===== src/rtl/data_generator_pkg.sv =====
// Shared constants and types for the 256-bit AXI-Stream pattern source and its checker.
// A beat is LANES identical copies of one WORD_W-bit sequence word.
package data_generator_pkg;

   localparam int WORD_W = 16;
   localparam int LANES  = 16;
   localparam int AXIS_W = WORD_W * LANES;

   localparam logic [WORD_W-1:0] CORRUPT_MASK = 16'h0001;

   typedef enum logic [1:0] {
      IDLE,
      RUN,
      STOPPING
   } state_t;

   // The top lane alone is flipped so a checker sees exactly one bad lane.
   function automatic logic [AXIS_W-1:0] build_beat(input logic [WORD_W-1:0] word,
                                                    input logic              corrupt);
      logic [AXIS_W-1:0] beat;
      beat = {LANES{word}};
      if (corrupt) begin
         beat[AXIS_W-1 -: WORD_W] = word ^ CORRUPT_MASK;
      end
      return beat;
   endfunction

endpackage


===== src/rtl/data_generator.sv =====
// AXI-Stream sequence-word source with start/stop control, fixed-length packets,
// single-beat error injection and 32-bit statistics counters.
module data_generator
   import data_generator_pkg::*;
#(
   parameter int                PACKET_BEATS = 128,
   parameter logic [WORD_W-1:0] SEED         = 16'h0000
) (
   input  logic              clock,
   input  logic              reset,
   input  logic              START,
   input  logic              STOP,
   input  logic              INJECT_ERROR,
   output logic              BUSY,
   output logic [31:0]       BEATS_SENT,
   output logic [31:0]       PACKETS_SENT,
   output logic [31:0]       ERRORS_INJECTED,
   output logic [AXIS_W-1:0] AXIS_TDATA,
   output logic              AXIS_TVALID,
   output logic              AXIS_TLAST,
   input  logic              AXIS_TREADY
);

   localparam logic [15:0] LAST_IDX = 16'(PACKET_BEATS - 1);

   state_t              state_reg;
   logic [WORD_W-1:0]   word_reg;
   logic [15:0]         beat_idx_reg;
   logic                pending_reg;
   logic                corrupt_reg;
   logic                tvalid_reg;
   logic                tlast_reg;
   logic [AXIS_W-1:0]   tdata_reg;
   logic                busy_reg;
   logic [31:0]         beats_reg;
   logic [31:0]         packets_reg;
   logic [31:0]         errors_reg;

   logic                xfer;
   logic                stop_now;
   logic                pending_next;
   logic [WORD_W-1:0]   word_next;
   logic [15:0]         idx_next;

   always_comb begin
      xfer         = tvalid_reg & AXIS_TREADY;
      stop_now     = (state_reg == STOPPING) | STOP;
      pending_next = pending_reg | INJECT_ERROR;
      word_next    = word_reg + 16'd1;
      idx_next     = tlast_reg ? 16'd0 : beat_idx_reg + 16'd1;
   end

   always_ff @(posedge clock or posedge reset) begin
      if (reset) begin
         state_reg    <= IDLE;
         word_reg     <= SEED;
         beat_idx_reg <= 16'd0;
         pending_reg  <= 1'b0;
         corrupt_reg  <= 1'b0;
         tvalid_reg   <= 1'b0;
         tlast_reg    <= 1'b0;
         tdata_reg    <= {LANES{SEED}};
         busy_reg     <= 1'b0;
         beats_reg    <= 32'd0;
         packets_reg  <= 32'd0;
         errors_reg   <= 32'd0;
      end else begin
         if (xfer) begin
            beats_reg   <= beats_reg + 32'd1;
            packets_reg <= packets_reg + {31'd0, tlast_reg};
            errors_reg  <= errors_reg + {31'd0, corrupt_reg};
         end

         case (state_reg)
            IDLE: begin
               if (START) begin
                  state_reg    <= RUN;
                  busy_reg     <= 1'b1;
                  tvalid_reg   <= 1'b1;
                  beat_idx_reg <= 16'd0;
                  tlast_reg    <= (LAST_IDX == 16'd0);
                  tdata_reg    <= build_beat(word_reg, pending_next);
                  corrupt_reg  <= pending_next;
                  pending_reg  <= 1'b0;
               end else begin
                  pending_reg  <= pending_next;
               end
            end

            RUN, STOPPING: begin
               if (xfer) begin
                  word_reg     <= word_next;
                  beat_idx_reg <= idx_next;
                  if (tlast_reg && stop_now) begin
                     // No beat follows, so any pending corruption waits for the next START.
                     state_reg   <= IDLE;
                     busy_reg    <= 1'b0;
                     tvalid_reg  <= 1'b0;
                     tlast_reg   <= 1'b0;
                     corrupt_reg <= 1'b0;
                     tdata_reg   <= build_beat(word_next, 1'b0);
                     pending_reg <= pending_next;
                  end else begin
                     state_reg   <= stop_now ? STOPPING : RUN;
                     tlast_reg   <= (idx_next == LAST_IDX);
                     tdata_reg   <= build_beat(word_next, pending_next);
                     corrupt_reg <= pending_next;
                     pending_reg <= 1'b0;
                  end
               end else begin
                  pending_reg <= pending_next;
                  if (stop_now) begin
                     state_reg <= STOPPING;
                  end
               end
            end

            default: begin
               state_reg  <= IDLE;
               busy_reg   <= 1'b0;
               tvalid_reg <= 1'b0;
               tlast_reg  <= 1'b0;
            end
         endcase
      end
   end

   assign BUSY            = busy_reg;
   assign BEATS_SENT      = beats_reg;
   assign PACKETS_SENT    = packets_reg;
   assign ERRORS_INJECTED = errors_reg;
   assign AXIS_TDATA      = tdata_reg;
   assign AXIS_TVALID     = tvalid_reg;
   assign AXIS_TLAST      = tlast_reg;

endmodule


===== config.mk =====
export PLATFORM = sky130hd
export DESIGN_NAME = data_generator
export DESIGN_NICKNAME = d
export VERILOG_FILES = /design/src/rtl/data_generator_pkg.sv /design/src/rtl/data_generator.sv
export SDC_FILE = /design/constraint.sdc
export NUM_CORES = 1
export LEC_CHECK = 0
export ABC_CLOCK_PERIOD_IN_PS = 4700
export BUFFER_PORTS_ARGS = -buffer_cell sky130_fd_sc_hd__buf_4
export CAP_MARGIN = 40
export CORE_ASPECT_RATIO = 0.9
export CORE_UTILIZATION = 45
export CTS_BUF_LIST = sky130_fd_sc_hd__clkbuf_8
export CTS_CLUSTER_SIZE = 28
export DETAILED_ROUTE_END_ITERATION = 12
export PLACE_DENSITY = 0.84
export SLEW_MARGIN = 20
export SYNTH_ARGS = -nofsm -noshare
export SYNTH_HDL_FRONTEND = slang
export SYNTH_SLANG_ARGS = --single-unit

===== constraint.sdc =====
create_clock -name clock -period 4.7 [get_ports clock]
set_input_delay 0.705 -clock clock [delete_from_list [all_inputs] [get_ports clock]]
set_output_delay 0.705 -clock clock [all_outputs]
set_load 0.005 [all_outputs]

After elaboration in Yosys (flattened, before gate mapping):

Cells that the tools add are included.
W data, S select, Z words.

* word-level logic and storage cells: 69
* register bits after elaboration: 390
* bits of input ports: 6

* bitwise operators: 5
* mux-type cells: 32
* equal/unequal tests: 7
* add/sub/neg operators: 5
* reduce and logical (&&, ||, !) cells: 9

Operators with widths (number)
* $mux W256: 2
* $pmux W256 S2: 1
* $mux W241: 1
* $add A32 B1 Y32: 2
* $mux W16: 3
* $add A16 B1 Y16 const B: 2
* $add A32 B1 Y32 const B: 1
* $pmux W16 S2: 1
* $eq A16 B7 Y1 const B: 1
* $mux W1: 14
* $mux W2: 5
* $pmux W1 S2: 4
* $ne A2 B2 Y1 const B: 3
* $reduce_and A2 Y1: 3
* $reduce_and A3 Y1: 2
* $pmux W2 S2: 1
* $ne A3 B3 Y1 const B: 1
* $eq A2 B1 Y1 const B: 1
* $eq A2 B2 Y1 const B: 1
* $logic_not A2 Y1: 1
* $not A1 Y1: 2
* $or A1 B1 Y1: 2
* $reduce_bool A2 Y1: 1
* $reduce_or A2 Y1: 1
* other kinds (2): 2

Logic depth before layout (Yosys ltp):

* depth in word-level cells: 6
* mapped depth: 10
* depth with buffers taken out: 8

Worst setup path after synthesis:

No wires, ideal clock.

* path type: input-to-reg
* from: in AXIS_TREADY
* to: reg errors_reg[27] (netlist: ERRORS_INJECTED[27])
* required time: 4576 ps
* stages: 7
* arrival time: 2035 ps
* path slack: 2542 ps
* buffers on the path: 1
* cell sequence: nand4_1 nor4_4 nand2_2 or3_1 buf_2 nand2b_4 xnor2_1

* word-level cells in the longest chain between the ends: 1

RTL lines
* from (decl): RTL line data_generator.sv:21 `input logic AXIS_TREADY`
* $and A1 B1 Y1: RTL line data_generator.sv:46 `xfer = tvalid_reg & AXIS_TREADY;`
* to (signal assigned): RTL line data_generator.sv:71 `errors_reg <= errors_reg + {31'd0, corrupt_reg};`
* to (decl): RTL line data_generator.sv:37 `logic [31:0] errors_reg;`

Every way passes these cells.
A chain may end at the register's enable or synchronous reset.

Worst setup path after layout:

* from: reg state_reg[1]
* to: reg word_reg[13]

* word-level cells in the longest chain between the ends: 3
* elaborated cells on any way between the ends: 4
* those cells by class: eq/ne (2); reduce/logical (2)

RTL lines
* from (decl): RTL line data_generator.sv:26 `state_t state_reg;`
* from (signal assigned): RTL line data_generator.sv:104 `state_reg <= stop_now ? STOPPING : RUN;`
* $eq A2 B2 Y1 / $eq A2 B1 Y1 (equally long branches): RTL line data_generator.sv:74 `case (state_reg)`
* $reduce_or A2 Y1 *: RTL line data_generator.sv:74
* $reduce_and A2 Y1 (no line) *
* to (signal assigned): RTL line data_generator.sv:92 `word_reg <= word_next;`
* to (decl): RTL line data_generator.sv:27 `logic [WORD_W-1:0] word_reg;`

Mark *: on every way between the ends. The rest lies on a longest branch, timed or not.

==> results.md <==
* # resized after CTS at 0
* Number of setup violations in the final report at 0
* Hold-fix buffers at CTS at 0
* Max-capacitance violation count at 0
* Final Instance Count excl. Fillers at ~1300
* Class of the worst hold path: flop to flop
* Core area at ~20000 um^2
* Clock Skews at about 0.015 ns
* Number of optimization iterations in the first detailed-route pass at 4
* Most frequent cells in the layout: sky130_fd_sc_hd__buf_4 (361), sky130_fd_sc_hd__dfrtp_1 (151), sky130_fd_sc_hd__nand2_1 (104)
* Standard-cell rows at 48
* Wire length of the first global-routing pass at roughly 30 mm
* Dpl ws at about 1.9 ns
* Maximum number of pins on one net before global-route repair at 152
* Root buf cell: sky130_fd_sc_hd__clkbuf_8
* Fraction of synthesized area in multiplexers at less than 1%
* Adder and majority cell fraction of the synthesized area at 1.38%
* Clock transition at the register clock pins on the worst setup and hold paths after CTS at approximately 0.10 ns
* Max-slew violation count at 0
* Worst vdd ir at ~220 uV
* Mapped Area at just over 9000 um^2
* Top achievable clock speed at 363 MHz
* Post-synthesis xor/xnor area fraction at roughly 12%
* 1st-iter DRT viols at about 430
* Layout overhead on the synthesized area at 17.1%
* Filler instances at 1674
* Crit end category: flop
* Post-synthesis net count at a little under 1000
* Measured slew at the worst slew-check pin at about 0.8 ns
* Critical path origin: state_reg[1]
* Met1 WL at about 8.4 mm
* Vias per std cell at slightly below 5
* Instance area at placement at 10200 um^2
* Total routing usage reported by global routing at 18.5%
* FF+latch count, synth at 151
* Sinks on the clock net at approximately 150
* Normalized max-slew margin at 47.4%
* Run status: finished, final reports clean
* Launch point of the worst hold path: ERRORS_INJECTED[31]
* Category of cells accounting for the largest share of critical-path delay: simple AND/OR/NAND/NOR gates
* Cell total after placement at about 1300
* Total grt overflow at 0
* Critical-path maximum fanout at 25
* Number of enable-type register cells in the synthesized netlist at 0
* Clock Path Buffers at 2
* Antenna violations before repair at 0
* Simple logic cell fraction of the synthesized area at 17.2%
* Met3 wire len at between 1.5 and 2 mm
* Weighted congestion at the end of routability-driven global placement at around 0.80
* Combined flip-flop and latch cell area at around 3800 um^2
* Total Nets Final at about 1100
* Die W at ~150 um
* Largest family of logic cells by synthesized area: buffers and inverters
* Share of post-route cells with drive strength above 1 at ~37%
* Post-synthesis instance total at a little under 1000
* Yosys synthesis warning count at 0
* Routed wire length on met2 at 9.34 mm
* Vias at approximately 6500
* Insertion delay to the later sink of the worst-skew pair at 0.45 ns
* Compound-cell area share of the yosys netlist at 5.39%
* Post-synthesis async set-or-reset flop share at between 90% and 100%
* Number of buffers added for setup after CTS at 0
* WP data required at slightly above 5 ns
* Critical Path Start Type: flop
* Effective utilization at floorplan at between 40% and 50%
* Slack of the critical path at roughly 2 ns
* Setup tns final at 0 ns
* Residual antenna-violating net count after detailed routing at 0
* Post-DR wirelength/cell at about 15 um
* Final critical path time including I/O delays and setup at between 2 and 3 ns
* Number of hold-slack violations in the final timing report at 0
* Total length of routed wires at a little under 20 mm
* Top FF cell, synth: sky130_fd_sc_hd__dfrtp_1
* Synth unique cells at between 50 and 60
* Leading cell type in the layout, fill and taps excluded: sky130_fd_sc_hd__buf_4
* Die ar. at slightly above 20000 um^2
* Launching point of the worst reg2reg path: state_reg[1]
* Summed area of non-filler cells in the final layout at about 11000 um^2
* Area occupied by multi-input gates at roughly 3300 um^2
* Cells along the critical path: inv_1, ha_1, and3_1, and3_1, nor2b_1, nand3_1, nor2_1, xor2_1
* Part of the Yosys area used for sequential elements at around two fifths
* Arrival time at the worst endpoint at about 3.1 ns
* Power density relative to cell area at approximately 350 nW/um^2
* Post-Syn Area per Cell at 9.42 um^2
* Cell leakage power at 5.48 nW
* Worst path slowest cell: sky130_fd_sc_hd__ha_1
* Via count of the first global-routing pass at ~6000
* RSZ-0062 raised after global routing: no
* Final routed DRC violation total at 0
* Number of buffers and inverters on the critical path at 1
* Core Util, Final at 54.6%
* Period utilisation layout at around three fifths
* # diodes at 0
* Clock tree from TritonCTS: done
* Crit-path most repeated cell: sky130_fd_sc_hd__and3_1
* Post-DP HPWL at 14.4 mm
* Height of the die at about 140 um
* H-tree depth at 4
* CTS buffer count at 17
* Number of top-level pins at between 300 and 400
* Start-to-end type of the worst setup path: flop to flop
* Number of port buffers at 360
* Top Layer Used: met4
* Critical Path Max Stage Delay at roughly 0.76 ns
-- metrics by stage --
| stage | power [W] | hold slack (ns) |
|---|---|---|
| after global placement | 0.00269 | 0.464 |
| after detailed placement | 0.00273 | 0.470 |
| after floorplan | 0.00242 | 0.453 |
| final | 0.00377 | 0.479 |
| after CTS | 0.00381 | 0.488 |
| after global routing | 0.00401 | 0.498 |
-- report_power, final --
group / total [W] / switching, W / internal, W / leakage (nW)
Combinational: 0.00111 / 0.000586 / 0.000529 / 3.22
Clock: 0.00107 / 0.000534 / 0.000541 / 0.219
Sequential: 0.00158 / 0.000175 / 0.00140 / 2.05
Total: 0.00377 / 0.00130 / 0.00247 / 5.48
-- path summary, 6_finish.rpt --
path                                       end  slack [ns]  depth (start not counted)
min reg2reg                ERRORS_INJECTED[31]        0.48                          1
max                               word_reg[13]        1.94                          8
min                        ERRORS_INJECTED[31]        0.48                          1
max reg2reg                       word_reg[13]        1.94                          8
min in group asynchronous       BEATS_SENT[10]        0.50                          3
max in group asynchronous     PACKETS_SENT[31]        3.64                          3
-- layout make-up --
type / count / area share (%)
inverter: 16 / 0.601
tap: 250 / 2.94
sequential: 151 / 35.6
clock inverter: 15 / 1.81
clock buffer: 17 / 2.20
multi-input combinational: 528 / 31.2
timing repair buffer: 362 / 25.7
-- logic make-up after synthesis --
kind of cell,Yosys count
simple gates,309
compound gates,80
fa+ha+maj,10
buf+inv,284
mux,3
xor+xnor,126
flops,151
-- Yosys cell counts (all sizes together) (2+ instances only) --
library cell  instances  area [um^2]
nand4                26          169
o31ai                 9         67.6
o41ai                 3         26.3
o21ai                40          200
clkbuf               19         71.3
xnor2                87          762
o211ai                2         15.0
a31oi                 3         18.8
nor2b                 8         50.1
a22o                  2         17.5
and2                  5         31.3
nor2                 53          201
nor3                 14         70.1
inv                  16         60.1
a21o                  3         22.5
a21oi                 9         45.0
nand4b                3         26.3
or3                   3         18.8
xor2                 39          342
and3                 20          125
nand2b                9         71.3
buf                 249         1850
nand2               105          397
dfrtp               151         3780
ha                   10          125
nor4                  6         73.8
or2                   4         25.0
and4                  9         78.8
nand3                43          215
mux2i                 2         20.0
-- layer usage --
layer / track usage, % / vias to the layer above
met5: 0 / -
met4: 5.28 / 0
met3: 7.17 / 17
met2: 28.8 / 224
met1: 23.9 / 3129
li1: - / 3173
Note: power is estimated with default switching activity, not from simulation.
